`src/rtl/read_burst_scheduler.sv`:
```
// AXI read burst sequencer for one video read channel.
// Issues normal or tail bursts from a frame base, gated on FIFO space.
module read_burst_scheduler #(
  parameter int NOR_BURST_LEN = 200,
  parameter int AXI_DSIZE     = 256,
  parameter int LSIZE         = 9,
  parameter int ASIZE         = 32,
  parameter int SETTLE        = 4
) (
  input  logic             clock,
  input  logic             rst_n,
  input  logic             enable,
  input  logic             fsync,
  input  logic [ASIZE-1:0] baseaddr,
  input  logic [LSIZE-1:0] fifo_space,
  input  logic             tail_status,
  input  logic [LSIZE-1:0] tail_len,
  input  logic             frame_tail_leave,
  output logic [ASIZE-1:0] axi_araddr,
  output logic [7:0]       axi_arlen,
  output logic             axi_arvalid,
  input  logic             axi_arready,
  input  logic             axi_rvalid,
  input  logic             axi_rlast,
  output logic             axi_rready,
  output logic             burst_done,
  output logic             tail_done,
  output logic             frame_done,
  output logic             busy
);

  localparam int CW = $clog2(SETTLE + 1);
  localparam logic [CW-1:0] SET_LAST = CW'(SETTLE - 1);
  localparam logic [ASIZE-1:0] STEP = ASIZE'(AXI_DSIZE / 8);
  localparam logic [LSIZE-1:0] NOR_LEN = LSIZE'(NOR_BURST_LEN);

  typedef enum logic [2:0] {
    S_IDLE,
    S_SETTLE,
    S_WAIT,
    S_ADDR,
    S_DATA,
    S_DONE,
    S_FEND
  } state_t;

  state_t           state;
  logic [ASIZE-1:0] addr;
  logic [ASIZE-1:0] pend_addr;
  logic             fsync_pend;
  logic [CW-1:0]    cnt;
  logic             is_tail;
  logic             last;
  logic [LSIZE-1:0] blen;
  logic [ASIZE-1:0] blen_ext;
  logic [ASIZE-1:0] next_addr;
  logic             restart;

  assign blen_ext  = ASIZE'(blen);
  assign next_addr = addr + blen_ext * STEP;
  assign restart   = fsync_pend || fsync;
  assign busy      = !(state inside {S_IDLE, S_FEND});

  always_ff @(posedge clock or negedge rst_n) begin
    if (!rst_n) begin
      state       <= S_IDLE;
      addr        <= '0;
      pend_addr   <= '0;
      fsync_pend  <= 1'b0;
      cnt         <= '0;
      is_tail     <= 1'b0;
      last        <= 1'b0;
      blen        <= '0;
      axi_araddr  <= '0;
      axi_arlen   <= '0;
      axi_arvalid <= 1'b0;
      axi_rready  <= 1'b0;
      burst_done  <= 1'b0;
      tail_done   <= 1'b0;
      frame_done  <= 1'b0;
    end else begin
      burst_done <= 1'b0;
      tail_done  <= 1'b0;
      // a frame restart mid-burst must let the AXI handshakes finish
      if (fsync && (state == S_ADDR || state == S_DATA)) begin
        fsync_pend <= 1'b1;
        pend_addr  <= baseaddr;
      end
      case (state)
        S_IDLE, S_FEND: begin
          if (fsync) begin
            addr       <= baseaddr;
            frame_done <= 1'b0;
            cnt        <= '0;
            state      <= S_SETTLE;
          end
        end
        S_SETTLE: begin
          if (fsync) begin
            addr <= baseaddr;
            cnt  <= '0;
          end else if (cnt == SET_LAST) begin
            is_tail <= tail_status;
            blen    <= tail_status ? tail_len : NOR_LEN;
            last    <= frame_tail_leave;
            state   <= S_WAIT;
          end else begin
            cnt <= cnt + CW'(1);
          end
        end
        S_WAIT: begin
          if (fsync) begin
            addr  <= baseaddr;
            cnt   <= '0;
            state <= S_SETTLE;
          end else if (enable && fifo_space >= blen) begin
            axi_arvalid <= 1'b1;
            axi_araddr  <= addr;
            axi_arlen   <= 8'(blen - LSIZE'(1));
            state       <= S_ADDR;
          end
        end
        S_ADDR: begin
          if (axi_arready) begin
            axi_arvalid <= 1'b0;
            axi_rready  <= 1'b1;
            state       <= S_DATA;
          end
        end
        S_DATA: begin
          // rlast alone ends the burst; the beat count is not trusted
          if (axi_rvalid && axi_rlast) begin
            axi_rready <= 1'b0;
            burst_done <= !is_tail && !restart;
            tail_done  <= is_tail && !restart;
            state      <= S_DONE;
          end
        end
        S_DONE: begin
          addr <= next_addr;
          cnt  <= '0;
          if (restart) begin
            addr       <= fsync ? baseaddr : pend_addr;
            fsync_pend <= 1'b0;
            frame_done <= 1'b0;
            state      <= S_SETTLE;
          end else if (is_tail && last) begin
            frame_done <= 1'b1;
            state      <= S_FEND;
          end else if (!enable) begin
            state <= S_IDLE;
          end else begin
            state <= S_SETTLE;
          end
        end
        default: state <= S_IDLE;
      endcase
    end
  end

endmodule
```
`config.mk`:
```
export PLATFORM = sky130hd
export DESIGN_NAME = read_burst_scheduler
export DESIGN_NICKNAME = d
export VERILOG_FILES = /design/src/rtl/read_burst_scheduler.sv
export SDC_FILE = /design/constraint.sdc
export NUM_CORES = 1
export LEC_CHECK = 0
export ABC_AREA = 1
export BUFFER_PORTS_ARGS = -buffer_cell sky130_fd_sc_hd__buf_2
export CAP_MARGIN = 20
export CELL_PAD_IN_SITES_DETAIL_PLACEMENT = 1
export CELL_PAD_IN_SITES_GLOBAL_PLACEMENT = 1
export CORE_AREA = 2 2 153 155
export CTS_CLUSTER_SIZE = 14
export DETAILED_ROUTE_END_ITERATION = 16
export DIE_AREA = 0 0 155 157
export GPL_TIMING_DRIVEN = 0
export PLACE_DENSITY = 0.65
export REMOVE_ABC_BUFFERS = 1
export SETUP_SLACK_MARGIN = 0.02
export SYNTH_ARGS = -nofsm -noshare
export SYNTH_HDL_FRONTEND = slang
export SYNTH_SLANG_ARGS = --single-unit
```
`constraint.sdc`:
```
create_clock -name clock -period 2.3 [get_ports clock]
set_clock_uncertainty 0.05 [all_clocks]
set_input_delay 0.115 -clock clock [delete_from_list [all_inputs] [get_ports clock]]
set_output_delay 0.115 -clock clock [all_outputs]
set_load 0.02 [all_outputs]
```
==> impl_results.md <==
* CTS max path bufs at 2
* CP arrival at 2.43 ns
* Worst Setup End Kind: register
* Pleak at 0.00491 uW
* Number of synthesized flops with an enable pin at 0
* Worst slew pin tran at 1.03 ns
* Clock sinks at 127
* I/O Pins at 105
* Post-Route WL at 24900 um
* Top post-synthesis cells by count: nand2_1 (368), dfrtp_1 (127), inv_1 (111)
* Die span in x at around 160 um
* CP max FO at 4
* Full die area at 24300 sq um
* Vias in the first global route at 7478
* Most common flop cell mapped by yosys: dfrtp_1
* Gr usage total at between 20% and 30%
* # diodes at 0
* Hold Path Class: input port to register
* Final Cycle Share at 94.4%
* DRT Pass-1 Iters at 5
* DR vias at about 7.2k
* Post-synthesis async set-or-reset flop share at 100%
* DP Area at about 8000 sq um
* YS warnings at 0
* Slew Viols, Final at 0
* Detail Route Antenna Nets at 0
* Area grow syn2layout at 29.7%
* Fmax at 461 MHz
* Worst VDD drop at 0.599 mV
* Syn Inst Count at 1002
* Required arrival time at the worst endpoint at 2.56 ns
* Synth Area per Inst at 7.35 sq um
* Reg2reg start: blen[1]
* Root buffer cell: clkbuf_16
* CTS buffer count at 17
* Share of layout cells above drive strength 1 at 18.4%
* Final hold slack at 0.123 ns
* Via density at 4.89
* Crit path from: blen[1]
* Core Area at ~23000 sq um
* Final hold vios at 0
* Rel. slew slack at between 30% and 40%
* Nets at 1247
* Top-count cell post-synth: nand2_1
* Layout fillers at 2791
* Synth top area share at 43.2%
* Status: finished, final reports clean
* Drt wl/cell at 17.0 um
* Die Span Y at 157 um
* Placed instance count at 1358
* Synth area leader: dfrtp_1
* Final Core Density at 42.4%
* CTS tree: done
* Type of origin of the critical path: register
* Yosys reg bits at 127
* Clock slew seen by the registers of the worst setup and hold paths at 0.06 ns
* # DRC at 0
* PortBufs at about 100
* Initial antenna violation count at 0
* Post-Syn Area at between 7000 and 8000 sq um
* Final std cells w/o fill at 1463
* Pin count of the biggest net entering global routing at 73
* Clock latency on the worst-skew pair at about 0.43 ns
* CTS H-tree depth at 4
* Initial detailed-routing violation count at 307
* Netlist cell types at 44
* Type of the worst setup path: register to register
* Min Tclk post-route at 2.17 ns
* # setup viols final at 0
* Global-route wire length before repair at 40100 um
* Row cnt at 55
* P per Cell Area at 1180 nW/um^2
* Half-perimeter wire length after placement at roughly 15000 um
* Starting Density at 32.7%
* Seq/Total Area, Yosys at 43.2%
* Final GP Congestion at 0.851
* MaxCap Viol Count at 0
* GRT overflow at 0
* Largest cells by area after synthesis: dfrtp_1 (43%), nand2_1 (19%), o21ai_0 (6.1%)
* Hold_sp: axi_arready
* Final instance area at 9550 sq um
==> worst max-delay path: stages (launching register included) <==
cell,delay (ns)
dfrtp_1,0.44
inv_1,0.12
ha_1,0.31
nand2_1,0.05
nor2_1,0.12
nand3_1,0.14
nand4_1,0.16
buf_4,0.21
nand3_4,0.11
buf_4,0.19
nand2_1,0.08
nand2_1,0.06
==> logic make-up after synthesis <==
logic type	share of synthesized area, %
AND/OR/NAND/NOR	29.6
adder cells (fa/ha/maj)	3.84
multiplexers	0.918
XOR/XNOR	1.07
flip-flops	43.2
AO/OA/AOI/OAI	12.8
buffers and inverters	8.55
==> worst paths after layout <==
| check | cells past startpoint | slack (ns) | to |
|---|---|---|---|
| setup reg to reg | 11 | 0.13 | axi_araddr[10] |
| hold reg to reg | 1 | 0.42 | burst_done |
| min in group asynchronous | 2 | 0.18 | state[1] |
| setup / recovery | 11 | 0.13 | axi_araddr[10] |
| hold / removal | 4 | 0.12 | axi_arvalid |
| max in group asynchronous | 3 | 1.24 | addr[31] |
==> per-stage QoR <==
step           setup TNS [ns]  setup WS, ns  total power [uW]
3_5_place_dp           -23.74        -0.906              7940
5_1_grt              -0.00787      -0.00402             12100
3_3_place_gp          -161.07         -1.58              7750
6_report                    0         0.129             11200
2_1_floorplan           -3.80        -0.266              6490
4_1_cts                     0        0.0120             11200
==> layout make-up <==
class                      instances  area [sq um]  area share (%)
multi-input combinational        728          3670            38.5
sequential                       127          3180            33.3
timing repair buffer             175          1270            13.3
clock buffer                      19           453            4.74
inverter                         117           449            4.71
tap                              285           357            3.74
clock inverter                    12           160            1.68
==> report_power, final <==
| part | total [uW] | internal, uW | switching, uW |
|---|---|---|---|
| Sequential | 3690 | 3000 | 692 |
| Clock | 2870 | 1760 | 1100 |
| Combinational | 4660 | 1630 | 3020 |
| Total | 11200 | 6400 | 4820 |
==> layout by cell type, fill, tap and decap left out, drive strengths merged, types with 5 or more instances in the layout <==
cell type	instances
a21oi	58
a22oi	5
buf	129
clkbuf	19
clkinvlp	6
dfrtp	127
dlygate4sd3	46
ha	21
inv	117
mux2	6
nand2	376
nand3	65
nand4	11
nor2	51
nor3	9
o21ai	98
xor2	8
==> repair_timing <==
action / in CTS / in global routing
hold buffers: 46 / 0
hold endpoints to repair: 107 / 0
cloned: 5 / 0
setup buffers: 8 / 15
pin swaps: 3 / 0
endpoints found under the setup margin: 69 / 58
resized for setup: 11 / 12
==> sequential cells by signal, summed over array words and instances, names as in the netlist, 3 cells and up <==
name        flops
addr           32
axi_araddr     32
axi_arlen       8
blen            9
cnt             3
pend_addr      32
state           3
==> metal layers <==
layer / vias to the layer above / share of wire [%] / global-route usage [%]
met5: - / 0 / 0
met3: 31 / 2.7 / 2.97
li1: 3550 / - / -
met2: 114 / 48 / 35.8
met4: 0 / 1.7 / 6.13
met1: 3465 / 48 / 28.6
(Power assumes the default switching activity.)
